File: config.mk
export PLATFORM = sky130hd
export DESIGN_NAME = uart_tx
export DESIGN_NICKNAME = d
export VERILOG_FILES = /design/src/rtl/uart_tx.sv
export SDC_FILE = /design/constraint.sdc
export NUM_CORES = 1
export LEC_CHECK = 0
export CORE_MARGIN = 2
export CORE_UTILIZATION = 41
export CTS_CLUSTER_DIAMETER = 50
export DETAILED_ROUTE_END_ITERATION = 8
export PLACE_DENSITY_LB_ADDON = 0.3
export SKIP_LAST_GASP = 1
export SYNTH_ARGS = -nofsm -noshare
export SYNTH_HDL_FRONTEND = slang
export SYNTH_SLANG_ARGS = --single-unit
export TNS_END_PERCENT = 30
File: constraint.sdc
create_clock -name clk -period 6.16 [get_ports clk]
set_input_delay 0.616 -clock clk [delete_from_list [all_inputs] [get_ports clk]]
set_output_delay 0.616 -clock clk [all_outputs]
set_load 0.03 [all_outputs]
File: src/rtl/uart_tx.sv
`default_nettype none
// ============================================================================
//  Module   : uart_tx
//  Purpose  : Bus-mapped 8N1 UART transmitter with a small byte FIFO and a
//             programmable bit period (DATA / STATUS / DIV registers).
//  Revision : 1.0  initial release
// ============================================================================
module uart_tx #(
  parameter int          DEPTH       = 4,
  parameter logic [15:0] DEFAULT_DIV = 16'd434
) (
  input  logic        clk,
  input  logic        rst,
  input  logic [7:0]  i_addr,
  input  logic [3:0]  i_be,
  input  logic [31:0] i_wdata,
  input  logic        i_we,
  output logic [31:0] o_q,
  output logic        o_tx
);

  localparam int             c_AW   = $clog2(DEPTH);
  localparam logic [c_AW:0]  c_FULL = (c_AW + 1)'(DEPTH);

  typedef enum logic [1:0] {S_IDLE, S_START, S_DATA, S_STOP} state_t;

  logic [7:0]      r_mem [DEPTH];
  logic [c_AW-1:0] r_wptr;
  logic [c_AW-1:0] r_rptr;
  logic [c_AW:0]   r_count;
  logic            r_overrun;
  logic [15:0]     r_div;
  logic [15:0]     r_baud;
  logic [7:0]      r_shift;
  logic [2:0]      r_bit_idx;
  state_t          r_state;
  logic            r_tx;
  logic [31:0]     r_q;

  logic        w_empty;
  logic        w_full;
  logic        w_busy;
  logic        w_push_req;
  logic        w_push;
  logic        w_pop;
  logic        w_bit_end;
  logic        w_ovr_clr;
  logic [15:0] w_reload;
  logic        w_unused;

  assign w_empty    = (r_count == '0);
  assign w_full     = (r_count == c_FULL);
  assign w_busy     = (r_state != S_IDLE);
  assign w_push_req = i_we && (i_addr[1:0] == 2'd0) && i_be[0];
  assign w_push     = w_push_req && !w_full;
  assign w_bit_end  = (r_baud == 16'd0);
  assign w_pop      = !w_empty &&
                      ((r_state == S_IDLE) || ((r_state == S_STOP) && w_bit_end));
  assign w_ovr_clr  = i_we && (i_addr[1:0] == 2'd1) && i_be[0] && i_wdata[3];
  // A zero divider behaves as one cycle per bit.
  assign w_reload   = (r_div == 16'd0) ? 16'd0 : (r_div - 16'd1);
  assign w_unused   = ^{i_addr[7:2], i_wdata[31:16], i_be[3:2]};

  always_ff @(posedge clk) begin
    if (rst) begin
      r_wptr    <= '0;
      r_rptr    <= '0;
      r_count   <= '0;
      r_overrun <= 1'b0;
      r_div     <= DEFAULT_DIV;
    end else begin
      if (w_push) begin
        r_mem[r_wptr] <= i_wdata[7:0];
        r_wptr        <= r_wptr + c_AW'(1);
      end
      if (w_pop) begin
        r_rptr <= r_rptr + c_AW'(1);
      end
      if (w_push && !w_pop) begin
        r_count <= r_count + (c_AW + 1)'(1);
      end else if (!w_push && w_pop) begin
        r_count <= r_count - (c_AW + 1)'(1);
      end
      // A dropped push outranks a simultaneous clear so no loss goes unreported.
      if (w_push_req && w_full) begin
        r_overrun <= 1'b1;
      end else if (w_ovr_clr) begin
        r_overrun <= 1'b0;
      end
      if (i_we && (i_addr[1:0] == 2'd2)) begin
        if (i_be[0]) r_div[7:0]  <= i_wdata[7:0];
        if (i_be[1]) r_div[15:8] <= i_wdata[15:8];
      end
    end
  end

  always_ff @(posedge clk) begin
    if (rst) begin
      r_state   <= S_IDLE;
      r_baud    <= 16'd0;
      r_shift   <= 8'd0;
      r_bit_idx <= 3'd0;
      r_tx      <= 1'b1;
    end else begin
      case (r_state)
        S_IDLE: begin
          r_tx <= 1'b1;
          if (w_pop) begin
            r_shift <= r_mem[r_rptr];
            r_baud  <= w_reload;
            r_tx    <= 1'b0;
            r_state <= S_START;
          end
        end
        S_START: begin
          if (w_bit_end) begin
            r_tx      <= r_shift[0];
            r_shift   <= {1'b0, r_shift[7:1]};
            r_bit_idx <= 3'd0;
            r_baud    <= w_reload;
            r_state   <= S_DATA;
          end else begin
            r_baud <= r_baud - 16'd1;
          end
        end
        S_DATA: begin
          if (w_bit_end) begin
            r_baud <= w_reload;
            if (r_bit_idx == 3'd7) begin
              r_tx    <= 1'b1;
              r_state <= S_STOP;
            end else begin
              r_tx      <= r_shift[0];
              r_shift   <= {1'b0, r_shift[7:1]};
              r_bit_idx <= r_bit_idx + 3'd1;
            end
          end else begin
            r_baud <= r_baud - 16'd1;
          end
        end
        S_STOP: begin
          if (w_bit_end) begin
            // Chain straight into the next start bit when data is waiting.
            if (w_pop) begin
              r_shift <= r_mem[r_rptr];
              r_baud  <= w_reload;
              r_tx    <= 1'b0;
              r_state <= S_START;
            end else begin
              r_state <= S_IDLE;
            end
          end else begin
            r_baud <= r_baud - 16'd1;
          end
        end
        default: begin
          r_state <= S_IDLE;
          r_tx    <= 1'b1;
        end
      endcase
    end
  end

  always_ff @(posedge clk) begin
    if (rst) begin
      r_q <= 32'd0;
    end else begin
      case (i_addr[1:0])
        2'd1:    r_q <= {28'd0, r_overrun, w_busy, w_full, w_empty};
        2'd2:    r_q <= {16'd0, r_div};
        default: r_q <= 32'd0;
      endcase
    end
  end

  assign o_q  = r_q;
  assign o_tx = r_tx;

endmodule
`default_nettype wire

==> impl_metrics.py, run 1 <==
metrics = {
    "cells_and_area": {
        "layout.nets": 636,
        "n_antenna_cell": 0,
        "multi_input_area_um2": 2600,
        "seq_area_um2": 2400,
        "nFillCells": 1181,
        "layoutNonFillerInstCount": 747,
        "drive_above_1_share_pct": 7.13,
        "area_delta_synth_final_pct": 14.2,
        "fin_util_pct": 47.6,
    },
    "setup_path": {
        "cp-start-kind": "flip-flop",
        "reg2reg_depth": 12,
        "cp.arrival_ns": 3.77,
        "rr_startpoint": "r_baud[0]",
        "path_class": "flip-flop to flip-flop",
        "slowest_stage": "o31ai_4",
        "worst_path_largest_cell_delay_ns": 0.79,
        "r2r_slack_ns": 2.67,
        "worstPathCellList": "inv_1 -> ha_1 -> nor3b_1 -> nand2_1 -> o31ai_4 -> inv_2 -> ha_1 -> inv_1 -> fa_1 -> xor2_1 -> or3_1 -> a21oi_1",
        "cp_max_fo": 19,
        "worstReg2RegEnd": "r_count[2]",
        "crit_required_ns": 6.45,
        "endpoint_kind": "flip-flop",
    },
    "logic_synthesis": {
        "synth_common_cells": "dfxtp_1 (72), nand2_1 (57), nor2_1 (53), a21oi_1 (39), edfxtp_1 (32)",
        "async_flop_share_pct": 0,
        "synth_cells": 545,
        "synth.most_common_cell": "dfxtp_1",
        "synth_area_um2": 5240,
        "seq_area_frac_synth_pct": 45.8,
        "yosys.area.top_type": "dfxtp_1",
        "synth_top_area_share_pct": 27.5,
        "synth-edff-count": 32,
        "synthTopCellsByArea": "dfxtp_1 (27%), edfxtp_1 (18%), ha_1 (4.3%)",
        "ys_ff_latch": 104,
        "yosys.cell_types.count": 58,
        "synth_ff_type": "dfxtp_1",
        "syn_avg_cell_area_um2": 9.62,
        "yosysWarnings": 0,
    },
    "timing": {
        "slew_headroom_pct": 29.3,
        "fin_skew_ns": 0.0101,
        "setup_tns_ns": 0,
        "fin_crit_sh_pct": 56.6,
        "worst_pin_slew_ns": 1.06,
        "finalSetupViolations": 0,
        "max_freq_mhz": 287,
        "drv_slew": 0,
        "hold_violations": 0,
        "rsz0062_at_grt": "no",
        "post-route-min-period_ns": 3.49,
        "fin_ws_ns": 2.67,
    },
    "clock_tree": {
        "insertion_delay_ns": 0.36,
        "cts_hold_buf": 0,
        "clockBufferDepth": 2,
        "cts_buffers": 9,
        "clock-root-buffer": "clkbuf_16",
        "path_clk_slew_ns": 0.08,
        "post_cts_resize_count": 0,
        "cts_tree": "yes",
        "cts_sinks": 104,
        "post_cts_buffers": 0,
        "htree_levels": 3,
    },
    "drt": {
        "wl_per_cell_um": 16.4,
        "dr.pass1.iters": 5,
        "drcViolationCount": 0,
        "ant_nets": 0,
        "avgViaCountPerCell": 5.49,
        "drt_first_iter_violations": 368,
        "vias": 4099,
        "drt_wl_total_mm": 12.2,
    },
    "die": {
        "rows": 41,
        "coreArea_um2": 12600,
        "boundaryPins": 80,
        "fp.dieW_um": 117,
        "start_util_pct": 41.7,
        "dieArea_um2": 13700,
        "fp.dieH_um": 117,
    },
    "power": {
        "power_density_nw_per_um2": 418,
        "total_power_w": 0.00250,
        "peakVddDrop_mv": 0.209,
        "p_leak_nw": 2.19,
    },
    "run": {
        "drv_cap": 0,
    },
    "status": {
        "status": "finished clean",
    },
    "global_route": {
        "grt.overflow.total": 0,
        "antenna_found_initial": 0,
        "grt_usage_pct": 19.3,
        "grt_max_degree": 56,
        "grt_pass1_wl_mm": 20.3,
        "grt_pass1_vias": 4089,
    },
    "hold_path": {
        "hold_class": "flip-flop to flip-flop",
        "hold_start": "r_bit_idx[2]",
        "min_path_cells": 2,
        "min_to": "r_bit_idx[2]",
    },
    "place": {
        "dp_hpwl_mm": 8.63,
        "dp_cells": 731,
        "io_buffers": 39,
        "place_congestion": 0.883,
        "dp_slack_ns": 2.71,
    },
}
[cell type report]
type	count	share of cell area, %
Inverter	16	1.00
Multi-Input combinational cell	396	43.5
Clock inverter	6	1.02
Clock buffer	10	3.82
Timing Repair Buffer	43	6.94
Tap cell	172	3.59
Sequential cell	104	40.1
[registers in the layout, summed over array words and instances (netlist names), 2 cells and up, named ones only]
signal and count:
r_shift 8, o_q 16, r_rptr 2, r_count 3
r_mem 32, r_bit_idx 3, r_state 2, r_baud 16
r_wptr 2, r_div 16
[how the worst max path moves through the flow]
stage	depth (start not counted)	end	from
6_report	12	r_count[2]	r_baud[0]
3_3_place_gp	12	r_count[2]	r_baud[0]
3_5_place_dp	10	r_count[2]	r_state[1]
2_1_floorplan	13	r_count[2]	r_baud[0]
5_1_grt	12	r_count[2]	r_baud[0]
4_1_cts	10	r_count[2]	r_state[1]
[logic make-up (layout without fill, tap and decap cells)]
family                   after synthesis  in the layout  share of synthesized area (%)
AND/OR/NAND/NOR                      207            207                           20.1
AO/OA/AOI/OAI                        111            111                           14.1
flip-flops                           104            104                           45.8
buffers and inverters                 60             75                           5.58
multiplexers                          23             23                           6.30
XOR/XNOR                              20             20                           3.34
adder cells (fa/ha/maj)               19             19                           4.68
other                                  1             16                         0.0715
[report_power, final]
part           switching [W]  internal [W]  total [W]
logic               0.000648      0.000420    0.00107
registers          0.0000905      0.000785   0.000875
clock network       0.000275      0.000284   0.000559
total                0.00101       0.00149    0.00250
[critical path: cells and delay by family (launching register included)]
family          cells  cell delay (ns)
compound gates      2             0.93
simple gates        3             0.83
fa+ha+maj           3             0.70
buf+inv             3             0.50
flops               1             0.34
xor+xnor            1             0.08
[layer usage]
layer / track usage (%) / up-vias / wire [um]
met5: 0 / - / 0
met4: 8.24 / 0 / 299
met3: 4.33 / 24 / 640
met2: 32.1 / 127 / 5790
met1: 24.4 / 1967 / 5510
li1: - / 1981 / -
[metrics by stage]
| step | hold WS, ns | area [um2] |
|---|---|---|
| final | 0.461 | 5990 |
| after global routing | 0.498 | 5990 |
| after CTS | 0.461 | 5990 |
| after detailed placement | 0.451 | 5700 |
| after global placement | 0.446 | 5700 |
| after floorplan | 0.436 | 5300 |
[cell usage in the layout (no fill, tap or decap), types with 3 or more instances in the layout]
| master | instances |
|---|---|
| nor3b_1 | 6 |
| clkbuf_16 | 9 |
| a31oi_1 | 3 |
| o21ai_0 | 19 |
| nor4_1 | 8 |
| xor2_1 | 12 |
| clkdlybuf4s50_1 | 38 |
| o22ai_1 | 7 |
| inv_1 | 14 |
| nand3b_1 | 7 |
| conb_1 | 16 |
| and3_1 | 5 |
| a21oi_1 | 39 |
| mux2i_1 | 15 |
| nand3_1 | 8 |
| ha_1 | 18 |
| or3_1 | 7 |
| nor2_1 | 53 |
| nor3_1 | 12 |
| xnor2_1 | 8 |
| a221o_1 | 4 |
| o32ai_1 | 7 |
| mux4_2 | 8 |
| nand2_1 | 57 |
| dfxtp_1 | 72 |
| nand4_1 | 7 |
| and2_1 | 18 |
| buf_4 | 4 |
| nand2b_1 | 4 |
| edfxtp_1 | 32 |
| nor2b_1 | 3 |
| a22oi_1 | 3 |
| a211oi_1 | 6 |
| o31a_1 | 3 |
| a211o_1 | 3 |
No activity file was read; power rests on OpenSTA's default activity.
==> inputs of run 2 (changes only) <==
==> constraint.sdc (replaced) <==
create_clock -name clk -period 3.01 [get_ports clk]
set_input_delay 0.301 -clock clk [delete_from_list [all_inputs] [get_ports clk]]
set_output_delay 0.301 -clock clk [all_outputs]
set_load 0.03 [all_outputs]
==> run 2 against run 1 <==
Compared with the run above: design area increased by 0.77%; critical path depth stayed put; clock power grew 100%; utilization up 0.37 points; maximum frequency increased by 27%; cell count rose by 0.94%; sequential power increased by 100%; register-to-register slack worse by 2.4 ns; count of clock-buffer cells in the layout unchanged; sequential share of layout area shrank 0.31 points; largest power group unchanged.
==> impl_metrics.py, run 2 (same netlist as run 1, synthesis figures left out) <==
metrics = {
    "status": {
        "status": "finished clean",
    },
    "setup_path": {
        "path_class": "flip-flop to flip-flop",
        "endpoint_kind": "flip-flop",
        "worst_path_largest_cell_delay_ns": 0.37,
        "cp_max_fo": 17,
        "path_buf_inv": 3,
        "crit_required_ns": 3.30,
        "slowest_stage": "dfxtp_1",
        "cp.arrival_ns": 3.04,
        "worstPathCellList": "inv_1 -> ha_1 -> nor3b_1 -> nand2_1 -> o31ai_4 -> inv_2 -> ha_1 -> inv_1 -> fa_1 -> xor2_1 -> or3_1 -> a21oi_1",
        "cp-start-kind": "flip-flop",
        "cp_top_family": "adder cells",
    },
    "power": {
        "p_leak_nw": 2.22,
        "peakVddDrop_mv": 0.351,
        "power_density_nw_per_um2": 851,
        "total_power_w": 0.00513,
    },
    "cells_and_area": {
        "layout_common_cells": "dfxtp_1 (72), nand2_1 (57), nor2_1 (53)",
        "regMostFlops": "r_mem",
        "layout.nets": 643,
        "largest_reg_flops": 32,
        "area_delta_synth_final_pct": 15.1,
        "fin_util_pct": 48.0,
        "n_antenna_cell": 0,
        "design_area_um2": 6030,
        "nFillCells": 1199,
        "final_common_cell": "dfxtp_1",
        "drive_above_1_share_pct": 8.25,
    },
    "timing": {
        "slew_headroom_pct": 52.8,
        "worst_pin_slew_ns": 0.708,
        "hold_violations": 0,
        "fin_skew_ns": 0.00759,
        "post-route-min-period_ns": 2.75,
        "fin_crit_sh_pct": 91.5,
        "drv_slew": 0,
        "rsz0062_at_grt": "no",
        "max_freq_mhz": 363,
        "finalSetupViolations": 0,
        "setup_tns_ns": 0,
    },
    "drt": {
        "drcViolationCount": 0,
        "wl_met2_mm": 5.92,
        "wl_met3_um": 602,
        "highest_layer": "met4",
        "dr.pass1.iters": 4,
        "ant_nets": 0,
        "drt_first_iter_violations": 314,
        "wl_met1_mm": 5.38,
        "drt_wl_total_mm": 12.2,
        "wl_per_cell_um": 16.2,
        "vias": 4137,
        "avgViaCountPerCell": 5.49,
    },
    "clock_tree": {
        "insertion_delay_ns": 0.35,
        "clock-root-buffer": "clkbuf_16",
        "post_cts_resize_count": 0,
        "cts_tree": "yes",
        "post_cts_buffers": 0,
        "htree_levels": 3,
        "clockBufferDepth": 2,
        "cts_buffers": 9,
        "cts_sinks": 104,
        "cts_hold_buf": 0,
        "path_clk_slew_ns": 0.07,
    },
    "die": {
        "boundaryPins": 80,
        "rows": 41,
        "fp.dieW_um": 117,
        "coreArea_um2": 12600,
        "start_util_pct": 41.7,
        "fp.dieH_um": 117,
        "dieArea_um2": 13700,
    },
    "place": {
        "io_buffers": 39,
        "place_congestion": 0.863,
        "dpl_cell_area_um2": 5750,
        "dp_hpwl_mm": 8.81,
    },
    "run": {
        "drv_cap": 0,
    },
    "global_route": {
        "grt_pass1_wl_mm": 20.2,
        "antenna_found_initial": 0,
        "grt.overflow.total": 0,
        "grt_usage_pct": 19.3,
        "grt_max_degree": 38,
        "grt_pass1_vias": 4042,
    },
    "hold_path": {
        "hold_class": "flip-flop to flip-flop",
    },
}
[run 2: cell count changes in the layout (fill, tap and decap cells not counted)]
cell / before / now
clkinvlp_2: 0 / 1
inv_8: 1 / 0
buf_4: 4 / 11
inv_6: 2 / 1
clkinv_4: 1 / 2
[run 2: report_power, final]
group / internal [W] / total, W / switching, W
Sequential: 0.00161 / 0.00179 / 0.000186
Clock: 0.000572 / 0.00112 / 0.000549
Combinational: 0.000886 / 0.00222 / 0.00133
[run 2: through the flow]
stage	instances	hold slack (ns)	setup slack, ns
floorplan	560	0.400	0.324
global placement	738	0.444	0.354
detailed placement	738	0.454	0.276
CTS	754	0.464	0.267
global route	754	0.484	0.0454
finish	754	0.463	0.256
[run 2: final cells by class]
class	instances	area (um2)	share of cell area, %
inverters	16	60.1	0.995
well taps	172	215	3.57
multi-input cells	396	2600	43.2
flip-flops and latches	104	2400	39.8
repair buffers	50	468	7.76
clock inverters	6	55.1	0.912
clock buffers	10	229	3.80
[run 2: path summary, 6_finish.rpt]
kind                        to  depth (start not counted)    startpoint  slack [ns]
setup reg to reg    r_count[2]                         12     r_baud[0]        0.26
hold / removal    r_bit_idx[1]                          2  r_bit_idx[1]        0.46
setup / recovery    r_count[2]                         12     r_baud[0]        0.26
hold reg to reg   r_bit_idx[1]                          2  r_bit_idx[1]        0.46
[run 2: layer usage]
metal	global-route usage (%)	vias to the layer above
met5	0	-
met4	8.47	0
met3	2.94	20
met2	32.7	105
met1	24.5	2009
li1	-	2003
[run 2: worst register-to-register path, stage by stage (launching register included)]
cell and delay (ns):
dfxtp_1 0.37, inv_1 0.07, ha_1 0.23, nor3b_1 0.16, nand2_1 0.20, o31ai_4 0.11
inv_2 0.27, ha_1 0.25, inv_1 0.06, fa_1 0.37, xor2_1 0.16, or3_1 0.31
a21oi_1 0.13
==> inputs of run 3 (changes only) <==
--- a/config.mk
+++ b/config.mk
@@ -6,7 +6,7 @@
 export NUM_CORES = 1
 export LEC_CHECK = 0
 export CORE_MARGIN = 2
-export CORE_UTILIZATION = 41
+export CORE_UTILIZATION = 49
 export CTS_CLUSTER_DIAMETER = 50
 export DETAILED_ROUTE_END_ITERATION = 8
 export PLACE_DENSITY_LB_ADDON = 0.3
==> run 3 against run 2 <==
Compared with the run above: clock skew increased by 0.0067 ns; critical path depth unchanged; die area decreased by 16%; total power decreased by 6.1%; largest cell class unchanged.
==> impl_metrics.py, run 3 (same netlist as run 1, synthesis figures left out) <==
metrics = {
    "place": {
        "dp_cells": 702,
        "place_congestion": 0.842,
        "io_buffers": 39,
        "dpl_cell_area_um2": 5700,
        "dp_hpwl_mm": 8.49,
    },
    "drt": {
        "wl_met1_mm": 5.20,
        "avgViaCountPerCell": 5.72,
        "drt_wl_total_mm": 11.7,
        "wl_per_cell_um": 16.3,
        "wl_met3_um": 595,
        "wl_met2_mm": 5.69,
        "vias": 4105,
        "drt_first_iter_violations": 258,
        "dr.pass1.iters": 5,
        "drcViolationCount": 0,
        "ant_nets": 0,
        "highest_layer": "met4",
    },
    "clock_tree": {
        "post_cts_buffers": 0,
        "clockBufferDepth": 2,
        "cts_hold_buf": 0,
        "cts_sinks": 104,
        "cts_buffers": 9,
        "post_cts_resize_count": 0,
        "cts_tree": "yes",
        "insertion_delay_ns": 0.38,
        "path_clk_slew_ns": 0.10,
        "clock-root-buffer": "clkbuf_8",
        "htree_levels": 3,
    },
    "timing": {
        "finalSetupViolations": 0,
        "slew_headroom_pct": 56.3,
        "rsz0062_at_grt": "no",
        "fin_crit_sh_pct": 92.2,
        "max_freq_mhz": 360,
        "post-route-min-period_ns": 2.77,
        "drv_slew": 0,
        "setup_tns_ns": 0,
        "hold_violations": 0,
        "worst_pin_slew_ns": 0.651,
        "fin_skew_ns": 0.0143,
    },
    "cells_and_area": {
        "drive_above_1_share_pct": 8.25,
        "area_delta_synth_final_pct": 12.3,
        "layoutNonFillerInstCount": 718,
        "design_area_um2": 5890,
        "layout.nets": 643,
        "multi_input_area_um2": 2600,
        "layout_common_cells": "dfxtp_1 (72), nand2_1 (57), nor2_1 (53)",
        "seq_area_um2": 2400,
        "final_common_cell": "dfxtp_1",
        "n_antenna_cell": 0,
        "nFillCells": 947,
        "regMostFlops": "r_mem",
        "largest_reg_flops": 32,
        "fin_util_pct": 56.8,
    },
    "hold_path": {
        "hold_class": "primary input to flip-flop",
    },
    "global_route": {
        "grt_max_degree": 34,
        "grt_usage_pct": 21.8,
        "grt_pass1_vias": 4075,
        "grt.overflow.total": 0,
        "antenna_found_initial": 0,
        "grt_pass1_wl_mm": 19.7,
    },
    "power": {
        "peakVddDrop_mv": 0.393,
        "power_density_nw_per_um2": 819,
        "p_leak_nw": 2.18,
    },
    "die": {
        "rows": 37,
        "boundaryPins": 80,
        "start_util_pct": 50.6,
        "fp.dieH_um": 107,
        "coreArea_um2": 10400,
        "fp.dieW_um": 107,
        "dieArea_um2": 11500,
    },
    "setup_path": {
        "worst_path_largest_cell_delay_ns": 0.40,
        "crit_required_ns": 3.31,
        "slowest_stage": "dfxtp_1",
        "cp.arrival_ns": 3.08,
        "cp-start-kind": "flip-flop",
        "path_class": "flip-flop to flip-flop",
        "worstPathCellList": "inv_1 -> ha_1 -> nor3b_1 -> nand2_1 -> o31ai_4 -> inv_2 -> ha_1 -> inv_1 -> fa_1 -> xor2_1 -> or3_1 -> a21oi_1",
        "endpoint_kind": "flip-flop",
        "cp_max_fo": 17,
    },
    "run": {
        "drv_cap": 0,
    },
    "status": {
        "status": "finished clean",
    },
}
[run 3: routing by layer]
metal / up-vias / global-route usage [%]
met4: 0 / 7.60
met3: 20 / 4.24
met2: 103 / 36.1
met5: - / 0
li1: 1999 / -
met1: 1983 / 28.7
[run 3: final timing paths]
check          startpoint           end  slack (ns)  depth (start not counted)
max             r_baud[0]    r_count[2]        0.24                         12
max reg2reg     r_baud[0]    r_count[2]        0.24                         12
min reg2reg  r_bit_idx[1]  r_bit_idx[1]        0.47                          2
min                   rst     r_wptr[1]        0.34                          2
[run 3: per-stage QoR]
| step | power (W) | setup slack [ns] | hold slack, ns |
|---|---|---|---|
| after global placement | 0.00391 | 0.364 | 0.445 |
| after floorplan | 0.00350 | 0.324 | 0.400 |
| after detailed placement | 0.00399 | 0.235 | 0.457 |
| after global routing | 0.00517 | 0.0450 | 0.355 |
| after CTS | 0.00482 | 0.225 | 0.326 |
| final | 0.00482 | 0.235 | 0.338 |
[run 3: cell type report]
| class | instances | share of cell area [%] |
|---|---|---|
| inverters | 16 | 1.02 |
| flip-flops and latches | 104 | 40.8 |
| clock buffers | 10 | 2.34 |
| repair buffers | 50 | 7.95 |
| multi-input cells | 396 | 44.2 |
| well taps | 136 | 2.89 |
| clock inverters | 6 | 0.807 |
[run 3: critical path: cells and delay by family, from the launching register on]
family / cells / cell delay [ns]
simple gates: 3 / 0.64
fa+ha+maj: 3 / 0.86
compound gates: 2 / 0.24
xor+xnor: 1 / 0.16
buf+inv: 3 / 0.40
flops: 1 / 0.40
[run 3: power breakdown]
part	switching [W]	internal, W	leakage (nW)
Sequential	0.000186	0.00161	0.875
Combinational	0.00131	0.000884	1.21
Clock	0.000505	0.000335	0.0957
Total	0.00200	0.00282	2.18
